[src/rtl/ritc_align_sequencer.sv]
// Alignment initiator for the RITC receive datapath: enables/resets it, loads a default
// IDELAY tap per channel, then bitslips each channel until its training match flag asserts.
module ritc_align_sequencer #(
    parameter int NUM_CH        = 6,
    parameter int TAP_DEFAULT   = 16,
    parameter int MAX_SLIPS     = 8,
    parameter int SETTLE_CYCLES = 64
) (
    input  logic              user_clk_i,
    input  logic              user_rst_i,
    input  logic              start_i,
    input  logic [NUM_CH-1:0] ch_match_i,
    output logic              user_sel_o,
    output logic              user_wr_o,
    output logic [3:0]        user_addr_o,
    output logic [31:0]       user_dat_o,
    output logic              busy_o,
    output logic              done_o,
    output logic [NUM_CH-1:0] locked_o,
    output logic              err_o
);

    localparam int              CH_W        = (NUM_CH > 1) ? $clog2(NUM_CH) : 1;
    localparam logic [CH_W-1:0] LAST_CH     = CH_W'(NUM_CH - 1);
    localparam logic [3:0]      SLIP_LIMIT  = 4'(MAX_SLIPS);
    localparam logic [9:0]      SETTLE_LOAD = 10'(SETTLE_CYCLES - 1);
    localparam logic [4:0]      TAP_VAL     = 5'(TAP_DEFAULT);

    localparam logic [3:0] ADDR_CTRL  = 4'h0;
    localparam logic [3:0] ADDR_SLIP  = 4'h1;
    localparam logic [3:0] ADDR_DELAY = 4'h2;
    localparam logic [3:0] ADDR_LOAD  = 4'h3;

    typedef enum logic [3:0] {
        S_IDLE,
        S_EN,
        S_RST,
        S_TAP,
        S_LOAD,
        S_SETTLE,
        S_CHECK,
        S_SLIP,
        S_NEXT,
        S_DONE
    } state_t;

    state_t            state_q;
    state_t            state_d;
    logic [CH_W-1:0]   ch_q;
    logic [3:0]        slip_q;
    logic [9:0]        settle_q;
    logic [NUM_CH-1:0] locked_q;
    logic              err_q;
    logic              match;

    assign match = ch_match_i[ch_q];

    always_ff @(posedge user_clk_i) begin
        if (user_rst_i) begin
            state_q <= S_IDLE;
        end else begin
            state_q <= state_d;
        end
    end

    always_comb begin
        state_d = state_q;
        case (state_q)
            S_IDLE:   if (start_i) state_d = S_EN;
            S_EN:     state_d = S_RST;
            S_RST:    state_d = S_TAP;
            S_TAP:    state_d = S_LOAD;
            S_LOAD:   state_d = S_SETTLE;
            S_SETTLE: if (settle_q == 10'd0) state_d = S_CHECK;
            S_CHECK: begin
                if (match || (slip_q == SLIP_LIMIT)) begin
                    state_d = S_NEXT;
                end else begin
                    state_d = S_SLIP;
                end
            end
            S_SLIP:   state_d = S_SETTLE;
            S_NEXT:   state_d = (ch_q == LAST_CH) ? S_DONE : S_TAP;
            S_DONE:   state_d = S_IDLE;
            default:  state_d = S_IDLE;
        endcase
    end

    // Settle counter reloads on every SETTLE entry so SETTLE lasts exactly SETTLE_CYCLES cycles.
    always_ff @(posedge user_clk_i) begin
        if (user_rst_i) begin
            ch_q     <= '0;
            slip_q   <= '0;
            settle_q <= '0;
            locked_q <= '0;
            err_q    <= 1'b0;
        end else begin
            case (state_q)
                S_IDLE: begin
                    if (start_i) begin
                        ch_q     <= '0;
                        locked_q <= '0;
                        err_q    <= 1'b0;
                    end
                end
                S_LOAD: begin
                    slip_q   <= '0;
                    settle_q <= SETTLE_LOAD;
                end
                S_SLIP: begin
                    slip_q   <= slip_q + 4'd1;
                    settle_q <= SETTLE_LOAD;
                end
                S_SETTLE: begin
                    if (settle_q != 10'd0) begin
                        settle_q <= settle_q - 10'd1;
                    end
                end
                S_CHECK: begin
                    if (match) begin
                        locked_q[ch_q] <= 1'b1;
                    end else if (slip_q == SLIP_LIMIT) begin
                        err_q <= 1'b1;
                    end
                end
                S_NEXT: begin
                    if (ch_q != LAST_CH) begin
                        ch_q <= ch_q + CH_W'(1);
                    end
                end
                default: ;
            endcase
        end
    end

    // Bus fields are only non-zero in write states; the datapath has no handshake.
    always_comb begin
        user_sel_o  = 1'b0;
        user_wr_o   = 1'b0;
        user_addr_o = 4'h0;
        user_dat_o  = 32'h0;
        busy_o      = (state_q != S_IDLE);
        done_o      = (state_q == S_DONE);
        case (state_q)
            S_EN: begin
                user_sel_o  = 1'b1;
                user_wr_o   = 1'b1;
                user_addr_o = ADDR_CTRL;
                user_dat_o  = 32'h0;
            end
            S_RST: begin
                user_sel_o  = 1'b1;
                user_wr_o   = 1'b1;
                user_addr_o = ADDR_CTRL;
                user_dat_o  = 32'h2;
            end
            S_TAP: begin
                user_sel_o  = 1'b1;
                user_wr_o   = 1'b1;
                user_addr_o = ADDR_DELAY;
                user_dat_o  = {27'h0, TAP_VAL};
            end
            S_LOAD: begin
                user_sel_o  = 1'b1;
                user_wr_o   = 1'b1;
                user_addr_o = ADDR_LOAD;
                user_dat_o  = 32'h8000_0000 | 32'(ch_q);
            end
            S_SLIP: begin
                user_sel_o  = 1'b1;
                user_wr_o   = 1'b1;
                user_addr_o = ADDR_SLIP;
                user_dat_o  = 32'h1 << ch_q;
            end
            default: ;
        endcase
    end

    assign locked_o = locked_q;
    assign err_o    = err_q;

endmodule
[config.mk]
export PLATFORM = sky130hd
export DESIGN_NAME = ritc_align_sequencer
export DESIGN_NICKNAME = d
export VERILOG_FILES = /design/src/rtl/ritc_align_sequencer.sv
export SDC_FILE = /design/constraint.sdc
export NUM_CORES = 1
export LEC_CHECK = 0
export ABC_AREA = 1
export BUFFER_PORTS_ARGS = -buffer_cell sky130_fd_sc_hd__buf_2
export CAP_MARGIN = 20
export CORE_ASPECT_RATIO = 1.5
export CORE_MARGIN = 3
export CORE_UTILIZATION = 48
export DETAILED_ROUTE_END_ITERATION = 12
export GPL_ROUTABILITY_DRIVEN = 0
export HOLD_SLACK_MARGIN = 0.1
export PLACE_DENSITY = 0.77
export REMOVE_ABC_BUFFERS = 1
export SKIP_CTS_REPAIR_TIMING = 1
export SLEW_MARGIN = 20
export SYNTH_ARGS = -nofsm -noshare
export SYNTH_HDL_FRONTEND = slang
export SYNTH_SLANG_ARGS = --single-unit
[constraint.sdc]
create_clock -name user_clk_i -period 1.5 [get_ports user_clk_i]
set_clock_uncertainty 0.2 [all_clocks]
set_input_delay 0.3 -clock user_clk_i [delete_from_list [all_inputs] [get_ports user_clk_i]]
set_output_delay 0.3 -clock user_clk_i [all_outputs]
set_load 0.02 [all_outputs]
==> summary.txt <==
Worst setup path
  – Number of cells on the critical path: 8
  – CP Cell Sequence: buf_6, nor2_8, inv_4, nor2_8, inv_8, nand2_8, a211o_1, buf_6
  – CP Max Fanout: 5
  – Startpoint types: flip-flop
  – Worst R2R End: settle_q[9]
  – Worst path bufs/invs: 4
  – Crit path max-delay family: buffers and inverters
  – Worst Setup SP: state_q[3]
  – Critical path arrival: 1.50 ns
  – Crit-path max cell delay: 0.34 ns
  – CP required: 1.00 ns
  – Crit end category: output pin
  – R2R depth: 13
  – R2R Setup Slk: -0.25 ns
  – Reg2reg start: state_q[3]
  – Crit path kind: reg2out
  – Crit path to: user_wr_o
  – CP max stage cell: dfxtp_2

Final layout
  – Diodes inserted: 0
  – Area Growth Syn to Fin: 40.96%
  – Nets: 401
  – Final Util: a little under three quarters
  – Fin cells: 427
  – Layout cells sized above 1: a little over two fifths
  – Design area: 2898 um^2
  – Fill count: 303

Global routing
  – Global-route wire length before repair: 8024 um
  – Pin count of the biggest net entering global routing: 17
  – Vias in the first global route: 1942
  – Grt ovf: 0
  – Initial antenna violation count: 0
  – GRT Total Usage: between 20 and 25%

Synthesis
  – Async S/R FF share, synth: 0%
  – Number of synthesized flops with an enable pin: 0
  – Yosys top cell area share: between 20% and 30%
  – Register area share after synthesis: 27.27%
  – Mapped cell area: 2056 um^2
  – Register bit total from synthesis: 28
  – Post-synth top area cell: dfxtp_1
  – Synth Instances: just under 300
  – Syn Area/Cell: 7.089 um^2
  – Compound-Gate Fraction of Synth Area: 13.15%
  – Synth Area in Simple Gates: 33.66%
  – Synth area leaders: dfxtp_1 27%, nand2_1 10%, buf_4 9.9%
  – Multiplexer share of the synthesized area: 0%
  – Synth Area in Adders: 5.478%
  – Main combinational cell family by area after synthesis: simple AND/OR/NAND/NOR gates
  – XOR/XNOR share of the synthesized area: ~1.7%
  – Netlist cell types: 38
  – Ys Warns: 0
  – Ys flop type: dfxtp_1

Floorplan
  – Top Ports: 56
  – Num rows: 28
  – Overall die height: roughly 86 um
  – Die X: 59.44 um
  – Core footprint: 4029 um^2
  – Die area: 5120 um^2
  – Initial Utilization: 51.02%

Status
  – Status: finished, violations left
  – Failing checks: negative setup slack

Clock tree
  – CTS tree: built
  – Worst skew pair latency: 0.28 ns
  – Cts bufs inserted: 3
  – Clk root buf: clkbuf_8
  – CTS sink count: 28
  – Max Root-Sink Buffers: 2
  – H-tree Lvls: 1
  – Clock slew at reported path FFs: approximately 0.10 ns

Flow run
  – Max cap viols: 0

Worst hold path
  – WHS Path Cells: 3
  – Worst Hold Class: in2reg

Drt
  – Remaining antenna violation count: 0
  – DR WL/cell: 13.21 um
  – Via count: 2132
  – DRC: 0
  – DR vias/cell: ~5
  – DR iter-0 viols: 94
  – Detailed Routing Iterations Pass 1: 4
  – Total wire length: 5642 um

Placement
  – Pre-CTS setup slack: -0.1945 ns
  – DP HPWL: roughly 4000 um
  – Input/output buffers: 30
  – Placed cells: 417
  – Post-placement cell area: approximately 2600 um^2

Timing
  – Hold Violations, Final: 0
  – Final setup vio count: 42
  – Pins over their slew limit: 0
  – Setup TNS: -9.725 ns
  – Fmax: 498.8 MHz
  – Unrepaired setup endpoints after global routing: yes
  – Setup slack after layout: -0.5047 ns
  – Final min period: 2.005 ns
  – Min Hold Slack: 0.2058 ns
  – Final Cycle Share: 133.6%

Pwr
  – Leak: around 1.5 nW
  – Pwr/cell area: roughly 790 nW/um^2
  – Peak VDD IR: 660.7 uV
  – Total power: between 2 and 2.5 mW
[cell usage in the layout, fill, tap and decap left out, drive strengths merged]
cell type  count
o21ai         14
nand3b         2
o22ai          2
dfxtp         28
conb          25
nand4          4
inv           40
nor2          44
clkbuf         3
or2            1
ha             9
buf           93
bufinv         1
a21oi         24
a211o          1
nand3         17
a31oi          2
o221ai         1
and3           1
nand2         62
nor3           4
xor2           4
[how the worst min path moves through the flow]
stage | endpoint | from | slack [ns]
5_1_grt | settle_q[5] | user_rst_i | 0.21
6_report | settle_q[2] | user_rst_i | 0.21
4_1_cts | settle_q[4] | user_rst_i | 0.20
3_5_place_dp | slip_q[2] | slip_q[2] | 0.23
3_3_place_gp | slip_q[2] | slip_q[2] | 0.22
2_1_floorplan | settle_q[2] | user_rst_i | 0.16
[synthesized netlist by cell type, types with 2 or more instances]
library cell	instances
nor2_8	2
o21ai_1	2
nor2_2	2
o21ai_2	2
ha_1	9
a31oi_1	2
nor2_1	38
nand3_1	13
o22ai_1	2
nand3_2	3
buf_4	27
nor3_1	4
dfxtp_1	28
nand2_8	2
inv_2	4
inv_1	33
nand2_2	3
nand2_1	55
a21oi_2	5
xor2_1	4
a21oi_1	19
o21ai_0	9
nand2_4	2
nand3b_1	2
nand4_1	4
nor2_4	2
[area by class of cell]
cell class                 count  area, um^2  share of cell area (%)
inverter                      40       167.7                   5.786
clock buffer                   3       41.29                   1.425
multi-input combinational    217        1336                   46.11
tap                           45       56.30                   1.943
sequential                    28       571.8                   19.73
clock inverter                 1       30.03                   1.036
timing repair buffer          93       694.4                   23.96
[power by group]
group | total, mW | leakage [nW] | switching (mW) | internal (mW)
Clock | 0.609 | 0.0357 | 0.251 | 0.358
Combinational | 0.843 | 1.20 | 0.502 | 0.340
Sequential | 0.825 | 0.230 | 0.0443 | 0.781
[layer usage]
| layer | track usage [%] | wire length, um | vias up |
|---|---|---|---|
| met4 | 11.34 | 180 | 0 |
| met5 | 0 | 0 | - |
| li1 | - | - | 1056 |
| met3 | 1.958 | 192 | 15 |
| met2 | 35.92 | 3180 | 57 |
| met1 | 21.88 | 2089 | 1004 |
[flip-flops by register name (all words and copies together), names as in the netlist]
name	count
settle_q	10
err_o	1
state_q	4
ch_q	3
slip_q	4
locked_o	6
[worst min-delay path: cells and delay by family]
kind | cells | cell delay (ns)
buffers and inverters | 2 | 0.31
AO/OA/AOI/OAI | 1 | 0.04
[kinds of logic after synthesis]
logic type	count (synthesis)
AO/OA/AOI/OAI	44
XOR/XNOR	4
adder cells (fa/ha/maj)	9
buffers and inverters	69
flip-flops	28
other	1
AND/OR/NAND/NOR	135
No activity file was read; power rests on OpenSTA's default activity.
